===== src/rtl/read_cache_pkg.sv =====
// rtl/read_cache_pkg.sv - shared types and default geometry for the read cache
package read_cache_pkg;

   localparam int ADDR_BITS_DEF = 8;
   localparam int DATA_BITS_DEF = 16;
   localparam int NUM_LINES_DEF = 16;

   typedef enum logic [2:0] {
      IDLE       = 3'd0,
      MEM_READ   = 3'd1,
      READ_RESP  = 3'd2,
      MEM_WRITE  = 3'd3,
      WRITE_RESP = 3'd4
   } cache_state_t;

   // Tag width: whatever address bits remain above the line index.
   function automatic int tag_bits(int addr_bits, int num_lines);
      return addr_bits - $clog2(num_lines);
   endfunction

endpackage


===== src/rtl/read_cache_if.sv =====
// rtl/read_cache_if.sv - 4-phase valid/ready read+write port (upstream and memory side)
interface read_cache_if
   import read_cache_pkg::*;
#(
   parameter int ADDR_BITS = ADDR_BITS_DEF,
   parameter int DATA_BITS = DATA_BITS_DEF
);
   logic                 read_valid;
   logic [ADDR_BITS-1:0] read_address;
   logic                 read_ready;
   logic [DATA_BITS-1:0] read_data;
   logic                 write_valid;
   logic [ADDR_BITS-1:0] write_address;
   logic [DATA_BITS-1:0] write_data;
   logic                 write_ready;

   modport master (
      output read_valid, read_address, write_valid, write_address, write_data,
      input  read_ready, read_data, write_ready
   );

   modport slave (
      input  read_valid, read_address, write_valid, write_address, write_data,
      output read_ready, read_data, write_ready
   );
endinterface


===== src/rtl/read_cache_line_store.sv =====
// rtl/read_cache_line_store.sv - valid/tag/data arrays with combinational lookup and one write port
module read_cache_line_store
   import read_cache_pkg::*;
#(
   parameter int ADDR_BITS = ADDR_BITS_DEF,
   parameter int DATA_BITS = DATA_BITS_DEF,
   parameter int NUM_LINES = NUM_LINES_DEF
) (
   input  logic                 clk,
   input  logic                 reset,
   input  logic                 clear_all,
   input  logic [ADDR_BITS-1:0] lookup_addr,
   output logic                 hit,
   output logic [DATA_BITS-1:0] lookup_data,
   input  logic                 wr_en,
   input  logic [ADDR_BITS-1:0] wr_addr,
   input  logic [DATA_BITS-1:0] wr_data
);
   localparam int IDX_BITS = $clog2(NUM_LINES);
   localparam int TAG_BITS = tag_bits(ADDR_BITS, NUM_LINES);

   logic [NUM_LINES-1:0] valid_q, valid_d;
   logic [TAG_BITS-1:0]  tag_q  [NUM_LINES];
   logic [TAG_BITS-1:0]  tag_d  [NUM_LINES];
   logic [DATA_BITS-1:0] data_q [NUM_LINES];
   logic [DATA_BITS-1:0] data_d [NUM_LINES];

   logic [IDX_BITS-1:0] lk_idx, wr_idx;
   logic [TAG_BITS-1:0] lk_tag, wr_tag;

   assign lk_idx      = lookup_addr[IDX_BITS-1:0];
   assign lk_tag      = lookup_addr[ADDR_BITS-1:IDX_BITS];
   assign wr_idx      = wr_addr[IDX_BITS-1:0];
   assign wr_tag      = wr_addr[ADDR_BITS-1:IDX_BITS];
   assign hit         = valid_q[lk_idx] && (tag_q[lk_idx] == lk_tag);
   assign lookup_data = data_q[lk_idx];

   // Next array contents: clear wipes only the valid bits; a write fills one whole line.
   always_comb begin
      valid_d = valid_q;
      tag_d   = tag_q;
      data_d  = data_q;
      if (clear_all) begin
         valid_d = '0;
      end else if (wr_en) begin
         valid_d[wr_idx] = 1'b1;
         tag_d[wr_idx]   = wr_tag;
         data_d[wr_idx]  = wr_data;
      end
   end

   // Valid bits are the only state that must be known after reset.
   always_ff @(posedge clk or posedge reset) begin
      if (reset) valid_q <= '0;
      else       valid_q <= valid_d;
   end

   // Tag and data storage; contents are don't-care while the line is invalid.
   always_ff @(posedge clk) begin
      tag_q  <= tag_d;
      data_q <= data_d;
   end
endmodule


===== src/rtl/read_cache.sv =====
// rtl/read_cache.sv - direct-mapped write-through read cache (optional CACHE_STATS_EN hit/miss counters)
module read_cache
   import read_cache_pkg::*;
#(
   parameter int ADDR_BITS = ADDR_BITS_DEF,
   parameter int DATA_BITS = DATA_BITS_DEF,
   parameter int NUM_LINES = NUM_LINES_DEF
) (
   input  logic        clk,
   input  logic        reset,
   input  logic        flush,
   read_cache_if.slave up,
   read_cache_if.master mem,
   output logic        busy
`ifdef CACHE_STATS_EN
   ,
   output logic [15:0] hit_count,
   output logic [15:0] miss_count
`endif
);
   cache_state_t         state_q, state_d;
   logic [ADDR_BITS-1:0] addr_q, addr_d;
   logic [DATA_BITS-1:0] wdata_q, wdata_d;
   logic [DATA_BITS-1:0] rdata_q, rdata_d;
   logic                 up_rd_rdy_q, up_rd_rdy_d;
   logic                 up_wr_rdy_q, up_wr_rdy_d;
   logic                 mem_rd_vld_q, mem_rd_vld_d;
   logic                 mem_wr_vld_q, mem_wr_vld_d;
`ifdef CACHE_STATS_EN
   logic [15:0]          hit_count_q, hit_count_d;
   logic [15:0]          miss_count_q, miss_count_d;
`endif

   logic                 clear_all, wr_en, hit;
   logic [ADDR_BITS-1:0] lookup_addr;
   logic [DATA_BITS-1:0] lookup_data, wr_data;

   // In IDLE the live request address is looked up; afterwards the latched one.
   assign lookup_addr = (state_q == IDLE) ? up.read_address : addr_q;

   read_cache_line_store #(
      .ADDR_BITS(ADDR_BITS), .DATA_BITS(DATA_BITS), .NUM_LINES(NUM_LINES)
   ) u_store (
      .clk(clk), .reset(reset), .clear_all(clear_all),
      .lookup_addr(lookup_addr), .hit(hit), .lookup_data(lookup_data),
      .wr_en(wr_en), .wr_addr(addr_q), .wr_data(wr_data)
   );

   // Controller: next state, latched request, registered handshakes and store commands.
   always_comb begin
      state_d      = state_q;
      addr_d       = addr_q;
      wdata_d      = wdata_q;
      rdata_d      = rdata_q;
      up_rd_rdy_d  = up_rd_rdy_q;
      up_wr_rdy_d  = up_wr_rdy_q;
      mem_rd_vld_d = mem_rd_vld_q;
      mem_wr_vld_d = mem_wr_vld_q;
      clear_all    = 1'b0;
      wr_en        = 1'b0;
      wr_data      = wdata_q;
`ifdef CACHE_STATS_EN
      hit_count_d  = hit_count_q;
      miss_count_d = miss_count_q;
`endif
      unique case (state_q)
         IDLE: begin
            if (flush) begin
               clear_all = 1'b1;
`ifdef CACHE_STATS_EN
               hit_count_d  = '0;
               miss_count_d = '0;
`endif
            end else if (up.read_valid) begin
               if (hit) begin
                  rdata_d     = lookup_data;
                  up_rd_rdy_d = 1'b1;
                  state_d     = READ_RESP;
`ifdef CACHE_STATS_EN
                  if (hit_count_q != 16'hFFFF) hit_count_d = hit_count_q + 16'd1;
`endif
               end else if (!mem.read_ready) begin
                  // Wait for the previous memory response to retire before issuing.
                  addr_d       = up.read_address;
                  mem_rd_vld_d = 1'b1;
                  state_d      = MEM_READ;
`ifdef CACHE_STATS_EN
                  if (miss_count_q != 16'hFFFF) miss_count_d = miss_count_q + 16'd1;
`endif
               end
            end else if (up.write_valid && !mem.write_ready) begin
               addr_d       = up.write_address;
               wdata_d      = up.write_data;
               mem_wr_vld_d = 1'b1;
               state_d      = MEM_WRITE;
            end
         end
         MEM_READ: begin
            if (mem.read_ready) begin
               wr_en        = 1'b1;
               wr_data      = mem.read_data;
               rdata_d      = mem.read_data;
               mem_rd_vld_d = 1'b0;
               up_rd_rdy_d  = 1'b1;
               state_d      = READ_RESP;
            end
         end
         READ_RESP: begin
            if (!up.read_valid) begin
               up_rd_rdy_d = 1'b0;
               state_d     = IDLE;
            end
         end
         MEM_WRITE: begin
            if (mem.write_ready) begin
               // Write-through: refresh a resident line, never allocate on a miss.
               wr_en        = hit;
               mem_wr_vld_d = 1'b0;
               up_wr_rdy_d  = 1'b1;
               state_d      = WRITE_RESP;
            end
         end
         WRITE_RESP: begin
            if (!up.write_valid) begin
               up_wr_rdy_d = 1'b0;
               state_d     = IDLE;
            end
         end
         default: state_d = IDLE;
      endcase
   end

   // State register; reset aborts any transaction and clears every output flop.
   always_ff @(posedge clk or posedge reset) begin
      if (reset) begin
         state_q      <= IDLE;
         addr_q       <= '0;
         wdata_q      <= '0;
         rdata_q      <= '0;
         up_rd_rdy_q  <= 1'b0;
         up_wr_rdy_q  <= 1'b0;
         mem_rd_vld_q <= 1'b0;
         mem_wr_vld_q <= 1'b0;
`ifdef CACHE_STATS_EN
         hit_count_q  <= '0;
         miss_count_q <= '0;
`endif
      end else begin
         state_q      <= state_d;
         addr_q       <= addr_d;
         wdata_q      <= wdata_d;
         rdata_q      <= rdata_d;
         up_rd_rdy_q  <= up_rd_rdy_d;
         up_wr_rdy_q  <= up_wr_rdy_d;
         mem_rd_vld_q <= mem_rd_vld_d;
         mem_wr_vld_q <= mem_wr_vld_d;
`ifdef CACHE_STATS_EN
         hit_count_q  <= hit_count_d;
         miss_count_q <= miss_count_d;
`endif
      end
   end

   assign up.read_ready       = up_rd_rdy_q;
   assign up.read_data        = rdata_q;
   assign up.write_ready      = up_wr_rdy_q;
   assign mem.read_valid      = mem_rd_vld_q;
   assign mem.read_address    = addr_q;
   assign mem.write_valid     = mem_wr_vld_q;
   assign mem.write_address   = addr_q;
   assign mem.write_data      = wdata_q;
   assign busy                = (state_q != IDLE);
`ifdef CACHE_STATS_EN
   assign hit_count           = hit_count_q;
   assign miss_count          = miss_count_q;
`endif
endmodule


===== src/flat_wrapper.sv =====
// flat-port wrapper written by rule: the top's interface ports become plain ports
module read_cache_flat import read_cache_pkg::*;
#(
   parameter int ADDR_BITS = ADDR_BITS_DEF,
   parameter int DATA_BITS = DATA_BITS_DEF,
   parameter int NUM_LINES = NUM_LINES_DEF
)
  (clk, reset, flush, busy, up_read_valid, up_read_address, up_write_valid, up_write_address, up_write_data, up_read_ready, up_read_data, up_write_ready, mem_read_valid, mem_read_address, mem_write_valid, mem_write_address, mem_write_data, mem_read_ready, mem_read_data, mem_write_ready);
  read_cache_if #(.ADDR_BITS(ADDR_BITS), .DATA_BITS(DATA_BITS)) up_i ();
  read_cache_if #(.ADDR_BITS(ADDR_BITS), .DATA_BITS(DATA_BITS)) mem_i ();
  input  logic clk;
  input  logic reset;
  input  logic flush;
  output logic busy;
  input wire logic [$bits(up_i.read_valid)-1:0] up_read_valid;
  input wire logic [$bits(up_i.read_address)-1:0] up_read_address;
  input wire logic [$bits(up_i.write_valid)-1:0] up_write_valid;
  input wire logic [$bits(up_i.write_address)-1:0] up_write_address;
  input wire logic [$bits(up_i.write_data)-1:0] up_write_data;
  output wire logic [$bits(up_i.read_ready)-1:0] up_read_ready;
  output wire logic [$bits(up_i.read_data)-1:0] up_read_data;
  output wire logic [$bits(up_i.write_ready)-1:0] up_write_ready;
  output wire logic [$bits(mem_i.read_valid)-1:0] mem_read_valid;
  output wire logic [$bits(mem_i.read_address)-1:0] mem_read_address;
  output wire logic [$bits(mem_i.write_valid)-1:0] mem_write_valid;
  output wire logic [$bits(mem_i.write_address)-1:0] mem_write_address;
  output wire logic [$bits(mem_i.write_data)-1:0] mem_write_data;
  input wire logic [$bits(mem_i.read_ready)-1:0] mem_read_ready;
  input wire logic [$bits(mem_i.read_data)-1:0] mem_read_data;
  input wire logic [$bits(mem_i.write_ready)-1:0] mem_write_ready;
  assign up_i.read_valid = up_read_valid;
  assign up_i.read_address = up_read_address;
  assign up_i.write_valid = up_write_valid;
  assign up_i.write_address = up_write_address;
  assign up_i.write_data = up_write_data;
  assign up_read_ready = up_i.read_ready;
  assign up_read_data = up_i.read_data;
  assign up_write_ready = up_i.write_ready;
  assign mem_read_valid = mem_i.read_valid;
  assign mem_read_address = mem_i.read_address;
  assign mem_write_valid = mem_i.write_valid;
  assign mem_write_address = mem_i.write_address;
  assign mem_write_data = mem_i.write_data;
  assign mem_i.read_ready = mem_read_ready;
  assign mem_i.read_data = mem_read_data;
  assign mem_i.write_ready = mem_write_ready;
  read_cache #(.ADDR_BITS(ADDR_BITS), .DATA_BITS(DATA_BITS), .NUM_LINES(NUM_LINES)) u_core (.clk(clk), .reset(reset), .flush(flush), .up(up_i), .mem(mem_i), .busy(busy));
endmodule

===== config.mk =====
export PLATFORM = sky130hd
export DESIGN_NAME = read_cache_flat
export DESIGN_NICKNAME = d
export VERILOG_FILES = /design/src/rtl/read_cache_pkg.sv /design/src/rtl/read_cache_if.sv /design/src/rtl/read_cache_line_store.sv /design/src/rtl/read_cache.sv /design/src/flat_wrapper.sv
export SDC_FILE = /design/constraint.sdc
export NUM_CORES = 1
export LEC_CHECK = 0
export ABC_AREA = 1
export ABC_CLOCK_PERIOD_IN_PS = 12040
export CAP_MARGIN = 20
export CORE_MARGIN = 2
export CORE_UTILIZATION = 30
export CTS_CLUSTER_SIZE = 20
export DETAILED_ROUTE_END_ITERATION = 10
export GPL_ROUTABILITY_DRIVEN = 0
export PLACE_DENSITY = 0.52
export SYNTH_ARGS = -nofsm -noshare
export SYNTH_HDL_FRONTEND = slang
export SYNTH_HIERARCHICAL = 1
export SYNTH_SLANG_ARGS = --single-unit

===== constraint.sdc =====
create_clock -name clk -period 12.04 [get_ports clk]
set_clock_uncertainty 0.2 [all_clocks]
set_input_delay 1.204 -clock clk [delete_from_list [all_inputs] [get_ports clk]]
set_output_delay 1.204 -clock clk [all_outputs]
set_load 0.02 [all_outputs]

## Yosys cells after proc, flatten, opt, wreduce, memory -nomap -nowiden

Index checks and enable logic that the tools add are counted.

| word-level totals | value |
|---|---|
| bits in registers | 383 |
| bits of input ports | 55 |
| output and inout bits | 53 |
| logic and storage cells | 160 |

| cells by class | value |
|---|---|
| magnitude comparators | 6 |
| equal/unequal tests | 20 |
| muxes and demuxes | 65 |
| bitwise gates (word level) | 6 |
| reductions and logical operators | 22 |

Operator list:

| operator | number |
|---|---|
| bitwise mux 256 bit | 1 |
| two-way mux 16 bit | 11 |
| binary-select mux 16 bit (select 4 bit) | 1 |
| bitwise mux 64 bit | 1 |
| demux 16 bit (select 4 bit) | 1 |
| two-way mux 8 bit | 5 |
| case mux 16 bit (2 select lines) | 1 |
| two-way mux 3 bit | 9 |
| != test 2 bit (second input constant) | 12 |
| two-way mux 1 bit | 22 |
| binary-select mux 4 bit (select 4 bit) | 1 |
| demux 4 bit (select 4 bit) | 1 |
| bitwise OR 16 bit | 1 |
| case mux 3 bit (5 select lines) | 1 |
| AND reduction 5 bit | 3 |
| two-way mux 4 bit | 3 |
| AND reduction 6 bit | 2 |
| >= comparator 5 bit (second input constant) | 2 |
| < comparator 4 x 5 -> 1 bit (second input constant) | 2 |
| NOT 4 -> 5 bit | 2 |
| nonzero test 2 bit | 5 |
| case mux 1 bit (2 select lines) | 4 |
| AND reduction 7 bit | 1 |
| equality test 3 x 2 -> 1 bit (second input constant) | 2 |
| 19 further kinds | 25 |

## Longest topological paths before layout

Gate-level depths: netlist (run 1).

| logic depth | value |
|---|---|
| depth after elaboration | 12 |
| gate-level depth with buffers | 26 |

## By module

Netlist (run 1), hierarchy kept.

By module, submodules not included:

| module | times used | cells an instance | area an instance (µm²) | seq. area each (µm²) |
|---|---|---|---|---|
| read_cache_line_store | 1 | 1050 | 13470.4 | 10009.6 |
| read_cache | 1 | 362 | 2731.4 | 1176.1 |

## Worst setup path after synthesis (run 1)

No wires, ideal clock.

| timing path | value |
|---|---|
| kind | input -> register |
| from | in up_read_address[0] |
| to | reg u_core/u_store/data_q[0] (netlist name) (enable) |
| setup time | 0.397 ns |
| data arrival time | 3.984 ns |
| required time | 11.443 ns |
| setup slack | 7.459 ns |
| stages | 18 |
| path buffers | 3 |
| path through | inv_1 o21ai_0 buf_6 buf_12 buf_6 nand2_1 nand3_1 nand3_1 nand3_1 nand2_1 a21oi_1 nand3_1 nor2_1 a31o_2 inv_1 nor2_1 nand3_1 nor2_1 |

| on the way | value |
|---|---|
| cells in the longest elaborated chain, start to end | 10 |

RTL lines:

| item | line | text |
|---|---|---|
| start, declared | flat_wrapper.sv:16 | `input wire logic [$bits(up_i.read_address)-1:0] up_read_address;` |
| two-way mux 8 bit * | read_cache.sv:39 | `assign lookup_addr = (state_q == IDLE) ? up.read_address : addr_q;` |
| named net u_core.lookup_addr[0] | read_cache.sv:35 | `logic [ADDR_BITS-1:0] lookup_addr;` |
| NOT 4 -> 5 bit (implied by the code) | read_cache_line_store.sv:35 | `assign hit = valid_q[lk_idx] && (tag_q[lk_idx] == lk_tag);` |
| binary-select mux 4 bit (select 4 bit) | read_cache_line_store.sv:35 |  |
| two-way mux 4 bit (implied by the code) (2 in series) | read_cache_line_store.sv:35 |  |
| equality test 4 bit | read_cache_line_store.sv:35 |  |
| logical AND 1 bit * | read_cache_line_store.sv:35 |  |
| named net u_core.hit | read_cache.sv:34 | `logic clear_all, wr_en, hit;` |
| two-way mux 1 bit * | read_cache.sv:115 | `if (mem.write_ready) begin` |
| case mux 1 bit (2 select lines) * | read_cache.sv:66 | `unique case (state_q)` |
| named net u_core.wr_en | read_cache.sv:34 |  |
| AND reduction 2 bit (no line) * | -- |  |
| end signal, assigned | read_cache_line_store.sv:61 | `data_q <= data_d;` |
| end, declared | read_cache_line_store.sv:25 | `logic [DATA_BITS-1:0] data_q [NUM_LINES];` |

The timed path passes the listed nets; every way through them passes the cells marked *. The select of a mux whose other input is x is not followed.
A chain may end at the register's enable or synchronous reset.

## Worst setup path in the final report (run 1)

| timing path | value |
|---|---|
| from | reg u_core.state_q[1] |
| to | reg u_core/u_store/tag_q[35] (netlist name) (enable) |

| on the way | value |
|---|---|
| cells in the longest elaborated chain, start to end | 11 |

RTL lines:

| item | line | text |
|---|---|---|
| start, declared | read_cache.sv:21 | `cache_state_t state_q, state_d;` |
| start signal, assigned | read_cache.sv:149 | `state_q <= state_d;` |
| zero test 3 bit * | read_cache.sv:39 |  |
| two-way mux 8 bit * | read_cache.sv:39 |  |
| named net u_core.lookup_addr[0] | read_cache.sv:35 |  |
| NOT 4 -> 5 bit (implied by the code) | read_cache_line_store.sv:35 |  |
| binary-select mux 4 bit (select 4 bit) | read_cache_line_store.sv:35 |  |
| two-way mux 4 bit (implied by the code) (2 in series) | read_cache_line_store.sv:35 |  |
| equality test 4 bit | read_cache_line_store.sv:35 |  |
| logical AND 1 bit * | read_cache_line_store.sv:35 |  |
| named net u_core.hit | read_cache.sv:34 |  |
| two-way mux 1 bit * | read_cache.sv:115 |  |
| case mux 1 bit (2 select lines) * | read_cache.sv:66 |  |
| named net u_core.wr_en | read_cache.sv:34 |  |
| AND reduction 2 bit (no line) * | -- |  |
| end signal, assigned | read_cache_line_store.sv:60 | `tag_q <= tag_d;` |
| end, declared | read_cache_line_store.sv:23 | `logic [TAG_BITS-1:0] tag_q [NUM_LINES];` |

Marks and branches as above.

==> results of run 1 <==
worst paths after layout:
kind,from,slack [ns],to
setup / recovery,u_core/state_q[1],5.22,u_core/u_store/tag_q[35]
hold reg to reg,u_core/mem.read_valid,0.28,u_core/mem.read_valid
setup reg to reg,u_core/state_q[1],5.22,u_core/u_store/tag_q[35]
hold / removal,u_core/mem.read_valid,0.28,u_core/mem.read_valid
max in group asynchronous,reset,10.15,u_core/mem.write_data[7]
min in group asynchronous,reset,0.97,u_core/u_store/valid_q[11]
logic make-up after synthesis:
kind of cell / count (synthesis)
flops: 383
mux: 10
simple gates: 557
buf+inv: 184
compound gates: 278
sequential cells by signal, summed over array words and instances, names as in the netlist:
register                 count
u_core/up.read_ready         1
u_core/up.write_ready        1
u_core/u_store/tag_q        64
u_core/u_store/data_q      256
u_core/up.read_data         16
u_core/mem.write_data       16
u_core/mem.write_valid       1
u_core/mem.read_valid        1
u_core/mem.read_address      8
u_core/u_store/valid_q      16
u_core/state_q               3
power groups by stage:
| stage | registers, uW | logic, uW | clock network (uW) |
|---|---|---|---|
| finish | 1820 | 2300 | 1220 |
| global route | 1830 | 2480 | 1290 |
| CTS | 1820 | 2290 | 1240 |
| detailed placement | 1850 | 2290 | 0 |
| global placement | 1840 | 2280 | 0 |
| floorplan | 1910 | 1280 | 0 |
through the flow:
stage	instances	cell area [um2]	setup WS [ns]	util (%)	hold slack (ns)
after floorplan	1412	16200	7.459	-	0.3053
after global routing	2233	19360	4.466	36.12	0.2941
after global placement	2146	17880	4.773	33.35	0.2621
after CTS	2224	19230	5.016	35.87	0.2809
final	2233	19360	5.224	36.12	0.2755
after detailed placement	2150	17950	4.712	33.49	0.2647
cells in the final DEF, fill, tap and decap left out, drive strengths merged:
cell type      count
buf               38
o21ai            183
a21o               1
mux2               5
mux2i              5
nand3b             1
o221ai            56
inv               90
clkdlybuf4s50    107
o211ai            10
bufinv             2
nand3            108
nor3               2
clkbuf            59
clkinv            12
dfrtp             63
a21oi              3
nand2            269
o22ai             24
edfxtp           320
nand4              1
clkinvlp           1
nor2             176
a31o               1
layer usage:
layer	up-vias	global-route usage (%)
li1	5167	-
met1	5648	22.04
met2	385	29.16
met3	95	2.200
met4	2	5.946
met5	-	0
final cells by class:
| class | instances | area, um2 | area share, % |
|---|---|---|---|
| inverter | 90 | 342.8 | 1.771 |
| timing repair buffer | 145 | 1479 | 7.638 |
| sequential | 383 | 11190 | 57.77 |
| clock buffer | 59 | 1146 | 5.919 |
| clock inverter | 15 | 132.6 | 0.6850 |
| multi-input combinational | 845 | 4205 | 21.72 |
| tap | 696 | 870.8 | 4.498 |
worst register-to-register path: cells and delay by family (launching register included):
family	cells	cell delay, ns
compound gates	3	0.40
buf+inv	5	2.04
flops	1	0.46
simple gates	12	3.32
==> results.toml, run 1 <==
[setup_path]
cp_common_cell = "nand3_1"
crit_chain = "inv_2 -> nand2_2 -> nand2_1 -> o21ai_4 -> buf_12 -> inv_4 -> buf_4 -> nor2_1 -> nor2_1 -> o21ai_0 -> nand3_1 -> nand3_1 -> nand3_1 -> nand3_1 -> nor2_1 -> a31o_2 -> inv_1 -> nor2_1 -> nand3_1 -> nor2_2"
arrival_ns = 6.77
reg2reg_depth = 20
crit_type = "reg2reg"
crit_family = "simple AND/OR/NAND/NOR gates"
crit_cells = 20
endpoint_kind = "flip-flop"
cp-start-kind = "flip-flop"
critical_path_required_ns = 11.99
critPathSlowestCell = "nor2_2"
slowest_delay_ns = 0.97
crit_buf_inv = 5
cp_max_fo = 170

[logic_synthesis]
synth-edff-count = 320
syn_inst = 1412
synth.avg_cell_area_um2 = 11.47
ys_seq_elements = 383
netlist_area_mm2 = 0.01620
seq_area_frac_synth_pct = 69.04
synth_top_family_by_area = "simple AND/OR/NAND/NOR gates"
synth_common_cells = "320 x edfxtp_1, 267 x nand2_1, 172 x nor2_1"
synth_fa_ha_area_share_pct = 0
async_flop_share_pct = 16.45
yosys-top-cells-area = "edfxtp_1 59%, dfrtp_1 9.7%, nand2_1 6.2%"
yosysUniqueCellTypes = 37
yosys_warnings = 6
ys.flop_type = "edfxtp_1"
synth_top_area_share_pct = 59.31
syn_nets = 1467
synth_compound_area_share_pct = 10.29
synthMuxAreaShare_pct = 0.6564
synth_largest_area_cell = "edfxtp_1"
synth_most_common_cell = "edfxtp_1"
synthSimpleGateAreaFrac_pct = 14.50
synth_xor_area_share_pct = 0

[clock_network]
clock_latency_ns = 0.55
cts_made_buffers = 41
cts_resized = 0
cts.sinks = 383
clk_pin_slew_ns = 0.06
htreeDepth = 2
cts_tree = "yes"
ctsHoldBuffers = 0
cts_setup_buffers = 0
cts_root_buf = "clkbuf_16"
ctsLongestPathBuffers = 3

[power]
fin_total_pwr_uw = 5334
p_int_uw = 3079
power.switching_uw = 2255
comb_power_share_pct = 43.1
power_per_cell_area_mw_per_mm2 = 275.5
pwr-share-clk_pct = 22.8
leakage_uw = 0.007031
power_frac_seq_pct = 34.1
p_sw_share_pct = 42.27
vdd_drop_max_mv = 0.2253

[global_routing]
grt_max_degree = 171
grt.overflow.total = 0
first_global_vias = 10930
grt_pass1_wl_mm = 70.86
grt.total_usage_pct = 16.98
antenna_found_initial = 3

[cells_and_area]
n_fill_cell = 5231
antennaDiodeCount = 0
syn2layout_area_growth_pct = 19.51
drive_gt1_share_pct = 9.239
nets = 1561

[sta]
rsz0062_at_grt = "no"
final-hold-violation-count = 0
tns_ns = 0
finalCritPeriodShare_pct = 56.61
worst_pin_slew_ns = 1.158
relSlewSlack_pct = 22.80
slew_violations = 0
setup_violations = 0
max_freq_ghz = 0.1467
min_period_ns = 6.816

[floorplanning]
core-area_mm2 = 0.05360
rows = 85
die-height_um = 236.4
io_pins = 108
die-area_mm2 = 0.05588
floorplan.initialDensity_pct = 30.23
die_w_um = 236.4

[drt]
via_per_inst = 5.059
final_antenna_net_count = 0
highest_layer = "met5"
via_count = 11300
drc_errors = 0
met3_length_mm = 2.472
finalWirelength_mm = 48.39
routedWlPerCell_um = 21.67
drtIter0Drc = 1277
drt-pass1-iter-count = 5
routed-wl-met2_mm = 23.99
wl_met1_mm = 20.23

[job]
drv_cap = 0

[placed_design]
dpl.hpwl_mm = 30.61
io_buffers = 107

[status]
status = "finished clean"

[min_path]
hold_path_depth = 2
hold_path.class = "reg2reg"
Note: power is estimated with default switching activity, not from simulation.
==> inputs of run 2 (changes only) <==
--- a/config.mk
+++ b/config.mk
@@ -6,14 +6,14 @@
 export NUM_CORES = 1
 export LEC_CHECK = 0
 export ABC_AREA = 1
-export ABC_CLOCK_PERIOD_IN_PS = 12040
+export ABC_CLOCK_PERIOD_IN_PS = 6000
 export CAP_MARGIN = 20
 export CORE_MARGIN = 2
 export CORE_UTILIZATION = 30
 export CTS_CLUSTER_SIZE = 20
 export DETAILED_ROUTE_END_ITERATION = 10
 export GPL_ROUTABILITY_DRIVEN = 0
-export PLACE_DENSITY = 0.52
+export PLACE_DENSITY = 0.54
 export SYNTH_ARGS = -nofsm -noshare
 export SYNTH_HDL_FRONTEND = slang
 export SYNTH_HIERARCHICAL = 1
==> constraint.sdc (replaced) <==
create_clock -name clk -period 6 [get_ports clk]
set_clock_uncertainty 0.2 [all_clocks]
set_input_delay 0.6 -clock clk [delete_from_list [all_inputs] [get_ports clk]]
set_output_delay 0.6 -clock clk [all_outputs]
set_load 0.02 [all_outputs]
==> run 2 against run 1 <==
Effect of this change: register-to-register slack worse by 4.8 ns; utilization about the same; die area unchanged; cell area down 0.13%; setup slack worse by 4.8 ns; largest power group unchanged.
==> results.toml, run 2 (synthesized netlist as in run 1, its figures left out) <==
[power]
power_frac_seq_pct = 34.7
pwr-share-clk_pct = 23.9
p_int_uw = 6223
p_sw_share_pct = 40.60
comb_power_share_pct = 41.4
leakage_uw = 0.007046
power_per_cell_area_mw_per_mm2 = 541.8
vdd_drop_max_mv = 0.3814
power.switching_uw = 4254

[sta]
rsz0062_at_grt = "no"
min_period_ns = 5.577
relSlewSlack_pct = 29.03
setup_violations = 0
slew_violations = 0
fin_hold_ws_ns = 0.1410
worst_pin_slew_ns = 1.061
tns_ns = 0
finalCritPeriodShare_pct = 92.95
final-hold-violation-count = 0
max_freq_ghz = 0.1793

[clock_network]
ctsLongestPathBuffers = 3
clk_pin_slew_ns = 0.06
htreeDepth = 2
clock_latency_ns = 0.56
cts_resized = 0
cts_setup_buffers = 0
cts_tree = "yes"
ctsHoldBuffers = 0
cts.sinks = 383
cts_made_buffers = 43
cts_root_buf = "clkbuf_16"

[setup_path]
arrival_ns = 5.61
timing.rr.end = "u_core/u_store/data_q[132]"
cp_max_fo = 21
reg2reg_slack_ns = 0.42
endpoint_kind = "flip-flop"
critical_path_required_ns = 6.04
endpoint = "u_core/u_store/data_q[132]"
cp-startpoint = "u_core/state_q[2]"
rr_startpoint = "u_core/state_q[2]"
crit_type = "reg2reg"
reg2reg_depth = 17
cp-start-kind = "flip-flop"

[global_routing]
grt_pass1_wl_mm = 67.43
grt.overflow.total = 0
grt.total_usage_pct = 15.67
antenna_found_initial = 0
first_global_vias = 10790
grt_max_degree = 170

[floorplanning]
die-area_mm2 = 0.05588
die_w_um = 236.4
floorplan.initialDensity_pct = 30.23
core-area_mm2 = 0.05360
die-height_um = 236.4
io_pins = 108
rows = 85

[cells_and_area]
reg.largest.list = "u_core/u_store/data_q: 256 flops, u_core/u_store/tag_q: 64 flops"
mostFrequentLayoutCells = "320 x edfxtp_1, 267 x nand2_1, 168 x o21ai_0"
drive_gt1_share_pct = 9.056
antennaDiodeCount = 0
nets = 1569
layout_commonest_cell = "edfxtp_1"
syn2layout_area_growth_pct = 19.35
largest-register = "u_core/u_store/data_q"
finalInstanceArea_mm2 = 0.01934
stdcell_count = 2242
largest_reg_flops = 256

[drt]
routedWlPerCell_um = 19.75
drc_errors = 0
via_count = 11070
drtIter0Drc = 999
finalWirelength_mm = 44.27
drt-pass1-iter-count = 6
final_antenna_net_count = 0
via_per_inst = 4.935

[placed_design]
io_buffers = 107
place_area_mm2 = 0.01800
dpl.hpwl_mm = 27.47
dp_cells = 2164

[job]
drv_cap = 0

[min_path]
hold_path.class = "in2async"

[status]
status = "finished clean"
[run 2: cell types whose count changed in the layout (fill, tap and decap cells not counted), sizes merged]
cell      change
clkbuf        +4
clkinvlp      -1
buf           +6
[run 2: power by group through the flow]
stage | combinational [uW] | clock, uW | sequential, uW
2_1_floorplan | 2560 | 0 | 3830
3_3_place_gp | 4370 | 0 | 3680
3_5_place_dp | 4360 | 0 | 3690
4_1_cts | 4380 | 2560 | 3640
5_1_grt | 4750 | 2650 | 3660
6_report | 4340 | 2500 | 3630
[run 2: stage by stage]
stage	total power, uW	worst slack [ns]	util [%]
global placement	8047	0.5454	33.58
CTS	10580	0.4235	36.04
floorplan	6394	1.693	-
detailed placement	8050	0.4364	33.58
global route	11060	0.01052	36.08
finish	10480	0.4227	36.08
[run 2: final cells by class]
| cell class | count | area [um2] |
|---|---|---|
| Clock buffer | 63 | 1204 |
| Clock inverter | 14 | 113.9 |
| Fill cell | 5281 | 34260 |
| Inverter | 90 | 342.8 |
| Multi-Input combinational cell | 845 | 4194 |
| Sequential cell | 383 | 11190 |
| Tap cell | 696 | 870.8 |
| Timing Repair Buffer | 151 | 1426 |
[run 2: worst max-delay path, stage by stage, from the launching register on]
cell and delay [ns]:
dfrtp_1 0.55, nor2_8 0.22, nand2_2 0.24, mux2_2 0.66, clkinv_1 0.79, nand3_1 0.31, nand2_1 0.09, nand2_1 0.06
nand2_1 0.07, a21oi_1 0.10, nand3_1 0.09, nor2_1 0.37, a31o_2 0.23, inv_1 0.04, nor2_1 0.21, nand3_1 0.43
nor2_2 0.26, buf_4 0.31
[run 2: layer usage]
layer  global-route usage [%]  vias to the layer above  share of wire [%]
met3                    2.083                       55                4.5
met2                    26.27                      325                 49
met1                    20.98                     5494                 44
li1                         -                     5191                  -
met4                    5.198                        0                2.2
met5                        0                        -                  0
[run 2: worst min path at each step]
stage	startpoint	endpoint	slack, ns	depth (start not counted)
global placement	u_core/up.read_data[14]	u_core/up.read_data[14]	0.27	2
finish	reset	u_core/mem.read_address[7]	0.14	2
floorplan	reset	u_core/u_store/valid_q[0]	0.31	1
CTS	u_core/up.read_data[14]	u_core/up.read_data[14]	0.29	2
detailed placement	u_core/up.read_data[7]	u_core/up.read_data[7]	0.27	2
global route	reset	u_core/mem.read_address[5]	0.16	2
==> inputs of run 3 (changes only) <==
--- a/config.mk
+++ b/config.mk
@@ -9,11 +9,11 @@
 export ABC_CLOCK_PERIOD_IN_PS = 6000
 export CAP_MARGIN = 20
 export CORE_MARGIN = 2
-export CORE_UTILIZATION = 30
+export CORE_UTILIZATION = 45
 export CTS_CLUSTER_SIZE = 20
 export DETAILED_ROUTE_END_ITERATION = 10
 export GPL_ROUTABILITY_DRIVEN = 0
-export PLACE_DENSITY = 0.54
+export PLACE_DENSITY = 0.72
 export SYNTH_ARGS = -nofsm -noshare
 export SYNTH_HDL_FRONTEND = slang
 export SYNTH_HIERARCHICAL = 1
==> run 3 against run 2 <==
Effect of this change: sequential power rose by 1%; fmax rose by 7.0%; cell area is 2.1% lower; critical path depth rose by 2; power decreased by 4.2%; first-iteration DRC count rose by 23%; combinational power fell by 5.8%; hold slack better by 0.025 ns; clock-buffer cell count decreased by 13; flip-flop and latch count stayed put; global-route usage rose by 4.9 points.
==> results.toml, run 3 (synthesized netlist as in run 1, its figures left out) <==
[clock_network]
cts_setup_buffers = 0
clk_pin_slew_ns = 0.06
cts.sinks = 383
ctsHoldBuffers = 0
ctsLongestPathBuffers = 3
htreeDepth = 2
cts_root_buf = "clkbuf_16"
cts_resized = 0
clock_latency_ns = 0.53
cts_made_buffers = 39
cts_tree = "yes"

[floorplanning]
core-area_mm2 = 0.03548
die_w_um = 193.7
rows = 69
io_pins = 108
floorplan.initialDensity_pct = 45.66
die-area_mm2 = 0.03754
die-height_um = 193.7

[cells_and_area]
largest-register = "u_core/u_store/data_q"
reg.largest.list = "u_core/u_store/data_q: 256 flops, u_core/u_store/tag_q: 64 flops"
nets = 1566
layout_commonest_cell = "edfxtp_1"
largest_reg_flops = 256
postLayoutCoreUtil_pct = 53.34
ff_latch_area_mm2 = 0.01119
n_fill_cell = 2917
multi_input_area_mm2 = 0.004187
drive_gt1_share_pct = 9.091
syn2layout_area_growth_pct = 16.83
antennaDiodeCount = 0
mostFrequentLayoutCells = "320 x edfxtp_1, 267 x nand2_1, 166 x o21ai_0"

[setup_path]
cp-start-kind = "flip-flop"
cp_max_fo = 41
reg2reg_slack_ns = 0.79
rr_startpoint = "u_core/state_q[2]"
critical_path_required_ns = 6.00
cp-startpoint = "u_core/state_q[2]"
arrival_ns = 5.21
crit_type = "reg2reg"
endpoint_kind = "flip-flop"

[drt]
highest_layer = "met4"
finalWirelength_mm = 38.93
via_count = 11220
met3_length_mm = 2.418
wl_met1_mm = 16.20
drtIter0Drc = 1230
final_antenna_net_count = 0
routed-wl-met2_mm = 19.46
routedWlPerCell_um = 19.46
drc_errors = 0
drt-pass1-iter-count = 6
via_per_inst = 5.608

[sta]
slew_violations = 0
finalCritPeriodShare_pct = 86.91
final-hold-violation-count = 0
relSlewSlack_pct = 38.61
min_period_ns = 5.215
rsz0062_at_grt = "no"
tns_ns = 0
worst_pin_slew_ns = 0.9208
setup_violations = 0
max_freq_ghz = 0.1918
fin_hold_ws_ns = 0.1660

[power]
power.switching_uw = 3986
pwr-share-clk_pct = 22.7
power_frac_seq_pct = 36.5
p_int_uw = 6054
leakage_uw = 0.006999
comb_power_share_pct = 40.7
power_per_cell_area_mw_per_mm2 = 530.5
p_sw_share_pct = 39.70
vdd_drop_max_mv = 0.4828

[global_routing]
first_global_vias = 11140
grt.total_usage_pct = 20.55
grt_max_degree = 84
grt.overflow.total = 0
grt_pass1_wl_mm = 61.54
antenna_found_initial = 0

[job]
drv_cap = 0

[min_path]
hold_path.class = "in2async"

[placed_design]
dpl.hpwl_mm = 24.02
io_buffers = 107

[status]
status = "finished clean"
==> run 3: cell count changes in the layout (fill, tap and decap cells not counted) <==
cell / before / now
clkbuf_1: 17 / 10
clkinv_1: 9 / 8
o21ai_1: 11 / 15
clkinv_8: 0 / 1
o21ai_0: 168 / 166
clkinvlp_4: 0 / 1
buf_12: 2 / 1
o21ai_2: 2 / 0
clkinv_2: 3 / 8
buf_4: 42 / 43
clkbuf_16: 45 / 41
clkbuf_8: 1 / 0
==> run 3: final cells by class <==
cell class | instances | share of cell area, %
clock buffer | 50 | 5.487
sequential | 383 | 59.10
clock inverter | 20 | 0.8395
timing repair buffer | 152 | 7.602
multi-input combinational | 845 | 22.12
inverter | 90 | 1.811
tap | 461 | 3.047
==> run 3: critical path, stage by stage (launching register included) <==
cell and delay [ns]:
dfrtp_1 0.55, nor2_8 0.22, nand2_2 0.22, o21ai_4 0.72
inv_4 0.36, nor2_1 0.18, nor2_1 0.05, o21ai_0 0.11
nand3_1 0.14, nand3_1 0.18, nand2_1 0.08, nand2_1 0.06
nand3_1 0.06, nor2_1 0.31, a31o_2 0.21, inv_1 0.04
nor2_1 0.19, nand3_1 0.35, nor2_2 0.32, buf_4 0.33
==> run 3: per-stage QoR <==
step / total power (uW) / std cells / worst slack (ns) / cell area, um2
CTS: 10040 / 1996 / 0.8175 / 18860
global placement: 7684 / 1926 / 0.7769 / 17660
global route: 10610 / 2001 / 0.3811 / 18930
finish: 10040 / 2001 / 0.7854 / 18930
floorplan: 6394 / 1412 / 1.693 / 16200
detailed placement: 7752 / 1926 / 0.6938 / 17660
==> run 3: power groups by stage <==
| stage | Combinational (uW) | Clock [uW] | Sequential, uW |
|---|---|---|---|
| floorplan | 2560 | 0 | 3830 |
| global placement | 3970 | 0 | 3720 |
| detailed placement | 4020 | 0 | 3730 |
| CTS | 4040 | 2320 | 3680 |
| global route | 4480 | 2430 | 3700 |
| finish | 4090 | 2280 | 3670 |
==> run 3: routing by layer <==
layer  global-route usage, %  vias to the layer above
met5                       0                        -
met4                   5.768                        0
met3                   2.661                       65
met2                   35.53                      458
met1                   27.35                     5519
li1                        -                     5180
==> run 3: path summary, 6_finish.rpt <==
path                                         endpoint  cells past startpoint
max                        u_core/u_store/data_q[216]                     19
min                        u_core/mem.read_address[4]                      2
max reg2reg                u_core/u_store/data_q[216]                     19
min reg2reg                   u_core/up.read_data[12]                      2
max in group asynchronous  u_core/u_store/valid_q[11]                      2
min in group clk              u_core/up.read_data[12]                      2
